`config.mk`:
```
export PLATFORM = sky130hd
export DESIGN_NAME = rescale_neighbor_fetch
export DESIGN_NICKNAME = d
export VERILOG_FILES = /design/src/rtl/rescale_neighbor_fetch.sv
export SDC_FILE = /design/constraint.sdc
export NUM_CORES = 1
export LEC_CHECK = 0
export BUFFER_PORTS_ARGS = -buffer_cell sky130_fd_sc_hd__buf_2
export CAP_MARGIN = 20
export CORE_MARGIN = 8
export CORE_UTILIZATION = 30
export DETAILED_ROUTE_END_ITERATION = 10
export PLACE_DENSITY_LB_ADDON = 0.2
export SLEW_MARGIN = 10
export SYNTH_ARGS = -nofsm -noshare
export SYNTH_HDL_FRONTEND = slang
export SYNTH_SLANG_ARGS = --single-unit
```
`constraint.sdc`:
```
create_clock -name clock -period 5.2 [get_ports clock]
set_clock_uncertainty 0.2 [all_clocks]
set_input_delay 1.04 -clock clock [delete_from_list [all_inputs] [get_ports clock]]
set_output_delay 1.04 -clock clock [all_outputs]
set_load 0.05 [all_outputs]
```
`src/rtl/rescale_neighbor_fetch.sv`:
```
// Two-row stamp buffer that streams RGB565 rows in and fetches a 2x2 neighborhood.
// Define RESCALE_NF_EDGE_CLAMP_EN to clamp out-of-range columns instead of zeroing them.
module rescale_neighbor_fetch #(
    parameter int STAMP_W = 8
) (
    input  logic        clock,
    input  logic        reset_n,
    input  logic [15:0] s_tdata,
    input  logic        s_tvalid,
    input  logic        s_tlast,
    output logic        s_tready,
    input  logic        frame_start,
    input  logic        fill_req,
    input  logic [8:0]  row_to_wait,
    output logic        fill_done,
    input  logic        fetch_req,
    input  logic [10:0] neighbor_offset,
    output logic [15:0] neighbor0,
    output logic [15:0] neighbor1,
    output logic [15:0] neighbor2,
    output logic [15:0] neighbor3,
    output logic        neighbor_valid,
    output logic        busy,
    output logic [1:0]  rows_loaded,
    output logic        fetch_err,
    output logic        row_err
);
    localparam int AW = (STAMP_W > 1) ? $clog2(STAMP_W) : 1;
    localparam logic [AW-1:0] LAST = AW'(STAMP_W - 1);
`ifdef RESCALE_NF_EDGE_CLAMP_EN
    localparam bit CLAMP = 1'b1;
`else
    localparam bit CLAMP = 1'b0;
`endif

    typedef enum logic [2:0] {IDLE, SKIP, FILL, READY, FETCH1, FETCH2} state_t;

    state_t        state;
    logic [1:0]    rst_sync;
    logic          rst_n;
    logic          ptr;
    logic [AW-1:0] col;
    logic [8:0]    rows_left;
    logic [AW-1:0] c0, c1;
    logic          c0_ok, c1_ok;
    logic [15:0]   mem [2][STAMP_W];

    logic          beat, is_last, fetch_ok;
    logic          neg, in0, in1, range_bad;
    logic [11:0]   off0, off1;
    logic [AW-1:0] a0, a1;

    // Async assert, two-flop synchronised release.
    always_ff @(posedge clock or negedge reset_n) begin
        if (!reset_n) rst_sync <= 2'b00;
        else          rst_sync <= {rst_sync[0], 1'b1};
    end
    assign rst_n = rst_sync[1];

    assign s_tready = (state == SKIP) || (state == FILL);
    assign busy     = !((state == IDLE) || (state == READY));
    assign beat     = s_tvalid && s_tready;
    assign is_last  = (col == LAST);
    assign fetch_ok = (state == READY) && (rows_loaded == 2'd2) && !fill_req;

    // Offset 0x7FF is column -1; its right neighbor is column 0.
    always_comb begin
        neg       = (neighbor_offset == 11'h7FF);
        off0      = {1'b0, neighbor_offset};
        off1      = off0 + 12'd1;
        in0       = !neg && (off0 < 12'(STAMP_W));
        in1       = neg || (off1 < 12'(STAMP_W));
        a0        = in0 ? off0[AW-1:0] : (neg ? '0 : LAST);
        a1        = neg ? '0 : (in1 ? off1[AW-1:0] : LAST);
        range_bad = !CLAMP && !(in0 && in1);
    end

    always_ff @(posedge clock) begin
        if (state == FILL && beat && !frame_start)
            mem[~ptr][col] <= s_tdata;
    end

    always_ff @(posedge clock or negedge rst_n) begin
        if (!rst_n) begin
            state          <= IDLE;
            ptr            <= 1'b0;
            col            <= '0;
            rows_left      <= '0;
            c0             <= '0;
            c1             <= '0;
            c0_ok          <= 1'b0;
            c1_ok          <= 1'b0;
            rows_loaded    <= 2'd0;
            fill_done      <= 1'b0;
            neighbor_valid <= 1'b0;
            fetch_err      <= 1'b0;
            row_err        <= 1'b0;
            neighbor0      <= '0;
            neighbor1      <= '0;
            neighbor2      <= '0;
            neighbor3      <= '0;
        end else begin
            fill_done      <= 1'b0;
            neighbor_valid <= 1'b0;
            if (beat && (s_tlast != is_last))
                row_err <= 1'b1;
            if (!frame_start && fetch_req && (!fetch_ok || range_bad))
                fetch_err <= 1'b1;
            if (frame_start) begin
                state       <= IDLE;
                rows_loaded <= 2'd0;
            end else begin
                unique case (state)
                    IDLE, READY: begin
                        if (fill_req) begin
                            col       <= '0;
                            rows_left <= row_to_wait;
                            state     <= (row_to_wait != 9'd0) ? SKIP : FILL;
                        end else if (fetch_ok && fetch_req) begin
                            c0    <= a0;
                            c1    <= a1;
                            c0_ok <= CLAMP || in0;
                            c1_ok <= CLAMP || in1;
                            state <= FETCH1;
                        end
                    end
                    SKIP: begin
                        if (beat) begin
                            col <= is_last ? '0 : col + AW'(1);
                            if (is_last) begin
                                rows_left <= rows_left - 9'd1;
                                if (rows_left == 9'd1) state <= FILL;
                            end
                        end
                    end
                    FILL: begin
                        if (beat) begin
                            col <= is_last ? '0 : col + AW'(1);
                            if (is_last) begin
                                ptr         <= ~ptr;
                                rows_loaded <= (rows_loaded == 2'd2) ? 2'd2 : rows_loaded + 2'd1;
                                fill_done   <= 1'b1;
                                state       <= READY;
                            end
                        end
                    end
                    FETCH1: begin
                        neighbor0      <= c0_ok ? mem[~ptr][c0] : '0;
                        neighbor1      <= c1_ok ? mem[~ptr][c1] : '0;
                        neighbor2      <= c0_ok ? mem[ptr][c0] : '0;
                        neighbor3      <= c1_ok ? mem[ptr][c1] : '0;
                        neighbor_valid <= 1'b1;
                        state          <= FETCH2;
                    end
                    FETCH2: state <= READY;
                endcase
            end
        end
    end
endmodule

```
==> flow_metrics.py <==
metrics = {
    "outcome": {
        "outcome": "complete, no violations",
    },
    "pwr": {
        "leakage_nw": 6.44,
        "power_density_mw_per_mm2": 346,
        "ir_drop_mv": 0.222,
        "total_power_mw": 6.53,
    },
    "sta": {
        "hold_viol_final": 0,
        "finalSetupTns_ns": 0,
        "drv_slew": 0,
        "tightest_slew_ns": 1.04,
        "relSlewSlack_pct": 30.4,
        "fin_crit_ns": 3.48,
        "setup_slack_ns": 1.72,
        "rsz0062_at_grt": "no",
        "setup-violations-final": 0,
        "fmax_mhz": 287,
        "period_share_pct": 67.0,
    },
    "logic_synthesis": {
        "synth_top_area_share_pct": 47.9,
        "synth_edf_count": 256,
        "synth_area_per_cell_um2": 16.7,
        "synthesis.area_mm2": 0.0160,
        "synth_cell_type_count": 55,
        "postSynthNetCount": 1009,
        "synthCells": 959,
        "ys_top_cells_by_area": "edfxtp_1 (48%), mux4_2 (18%), dfrtp_1 (15%)",
        "synthFlopType": "edfxtp_1",
        "yosys_register_bits": 352,
        "synth_area_leader_cell": "edfxtp_1",
        "yosysWarnings": 0,
        "async_reset_ff_share_pct": 27.3,
        "seq_area_frac_synth_pct": 62.9,
    },
    "detailed_routing": {
        "drc_errors": 0,
        "vias": 9532,
        "wl_per_cell_um": 25.6,
        "first_pass_iters": 5,
        "viasPerCell": 5.29,
        "drtIter0Drc": 819,
        "final_antenna_net_count": 0,
        "drt_wl_total_mm": 46.1,
    },
    "floorplanning": {
        "die_area_mm2": 0.0611,
        "start_util_pct": 30.4,
        "core_area_mm2": 0.0528,
        "io_pins": 115,
        "rows": 84,
        "die_w_um": 247,
        "die_y_um": 247,
    },
    "clock_tree": {
        "cts_sinks": 352,
        "cts_resized": 0,
        "clk_pin_slew_ns": 0.06,
        "root_buffer": "clkbuf_16",
        "cts_setup_buffers": 0,
        "clock_latency_ns": 0.57,
        "cts_hold_buf": 0,
        "cts_tree": "built",
        "clock_path_buffers": 3,
        "cts.htree.levels": 2,
        "numCtsBuffers": 41,
    },
    "global_route": {
        "use_met3_pct": 2.75,
        "grtUsageMet2_pct": 25.4,
        "grt_pass1_vias": 10261,
        "grt_pass1_wl_mm": 68.2,
        "grt_max_degree": 65,
        "antenna_found_initial": 1,
        "busiest_layer": "met2",
        "overflow": 0,
        "grt.total_usage_pct": 15.2,
        "met1_usage_pct": 20.1,
    },
    "worst_setup_path": {
        "setup.worst_path.start": "state[1]",
        "worst_ep_arrival_time_ns": 2.24,
        "crit_type": "reg -> out",
        "reg2reg_from": "c1[1]",
        "required_ns": 3.96,
        "reg2reg_depth": 4,
        "critPathMaxFanout": 15,
        "worst_setup_path_start_kind": "register",
        "endpoint_kind": "output pin",
    },
    "placement": {
        "pre_cts_ws_ns": 1.68,
        "dp.final_hpwl_mm": 29.6,
        "place_congestion": 0.771,
        "io_buffer_count": 114,
    },
    "finish": {
        "syn_to_final_growth_pct": 17.6,
        "nNetsFinal": 1131,
        "fillCellCount": 5039,
        "drive_gt1_share_pct": 33.3,
    },
    "run": {
        "maxCapViolCount": 0,
    },
    "hold_path": {
        "hp-class": "in -> async",
    },
}
report_power, final:
group          switching (mW)  internal (mW)
combinational           0.323          0.159
sequential             0.0888           3.08
clock                    1.20           1.68
total                    1.61           4.92
registers in the layout, summed over array words and instances, names as in the netlist, 9 cells and up:
signal,flops
mem,256
neighbor0,16
neighbor1,16
neighbor2,16
neighbor3,16
rows_left,9
per-layer routing:
metal | share of wire, % | wire length, µm | vias up
li1 | - | - | 4190
met1 | 43 | 20000 | 4992
met2 | 49 | 22500 | 293
met3 | 5.9 | 2730 | 57
met4 | 1.9 | 897 | 0
met5 | 0 | 0 | -
per-stage QoR:
stage	util (%)	std cells	instance area, µm²	hold slack (ns)
finish	35.8	1803	18900	0.0600
global route	35.8	1802	18900	0.0444
CTS	35.7	1799	18800	0.0267
detailed placement	33.2	1723	17500	0.149
global placement	33.1	1722	17500	0.138
floorplan	-	959	16000	0.131
placed cells by master (no fill, tap or decap), types with 3 or more instances in the layout:
master | synthesis | routed
a21oi_1 | 17 | 17
a31oi_1 | 8 | 8
and2_1 | 3 | 3
and3_1 | 6 | 6
buf_12 | 0 | 3
buf_2 | 20 | 114
buf_4 | 7 | 24
bufinv_16 | 0 | 4
clkbuf_1 | 29 | 10
clkbuf_16 | 0 | 41
clkinv_1 | 0 | 5
clkinv_2 | 0 | 8
clkinvlp_4 | 0 | 3
dfrtp_1 | 96 | 89
dfrtp_2 | 0 | 4
dfrtp_4 | 0 | 3
edfxtp_1 | 256 | 256
ha_1 | 7 | 7
inv_1 | 9 | 9
inv_6 | 0 | 3
mux2_2 | 3 | 3
mux2i_1 | 68 | 68
mux4_2 | 131 | 131
nand2_1 | 83 | 82
nand2b_1 | 6 | 6
nand3_1 | 8 | 8
nand3b_1 | 3 | 3
nor2_1 | 43 | 31
nor2_2 | 0 | 12
nor2b_1 | 4 | 4
nor3_1 | 9 | 5
nor3_2 | 1 | 5
nor3b_1 | 4 | 4
nor4_1 | 4 | 4
o21ai_0 | 12 | 12
o21ai_1 | 12 | 12
o221ai_1 | 62 | 62
or2_2 | 3 | 3
or3_1 | 6 | 6
synthesized netlist by cell type (all sizes together) (2+ instances only):
cell,number
edfxtp,256
mux4,131
dfrtp,96
nand2,83
mux2i,68
o221ai,62
nor2,43
buf,36
clkbuf,29
o21ai,24
a21oi,17
inv,10
nor3,10
a31oi,8
nand3,8
ha,7
and3,6
nand2b,6
or3,6
mux2,5
nor2b,4
nor3b,4
nor4,4
or2,4
and2,3
nand3b,3
and4,2
nand4,2
o2111a,2
o22a,2
xor2,2
cells by family after synthesis:
family,share of synthesized area (%)
AND/OR/NAND/NOR,5.47
AO/OA/AOI/OAI,5.83
flip-flops,62.9
adder cells (fa/ha/maj),0.546
XOR/XNOR,0.164
multiplexers,23.0
other,0.0234
buffers and inverters,2.12
final timing paths:
| check | end | slack, ns |
|---|---|---|
| max | s_tready | 1.72 |
| min | rst_sync[0] | 0.06 |
| max reg2reg | neighbor1[13] | 2.32 |
| min reg2reg | fill_done | 0.13 |
| max in group asynchronous | neighbor2[8] | 3.40 |
| min in group clock | rst_sync[1] | 0.16 |
cell type report:
cell class / instances / area (µm²) / area share, %
flip-flops and latches: 352 / 10100 / 53.6
multi-input cells: 532 / 5670 / 30.0
clock buffers: 52 / 1080 / 5.71
repair buffers: 144 / 868 / 4.60
well taps: 688 / 861 / 4.56
clock inverters: 24 / 248 / 1.31
inverters: 10 / 37.5 / 0.199
diodes: 1 / 2.50 / 0.0133
critical path: stages, from the launching register on:
cell,delay [ns]
dfrtp_1,0.58
nor2b_1,0.36
nor2_1,0.13
nor2_1,0.27
buf_2,0.33
No activity file was read; power rests on OpenSTA's default activity.
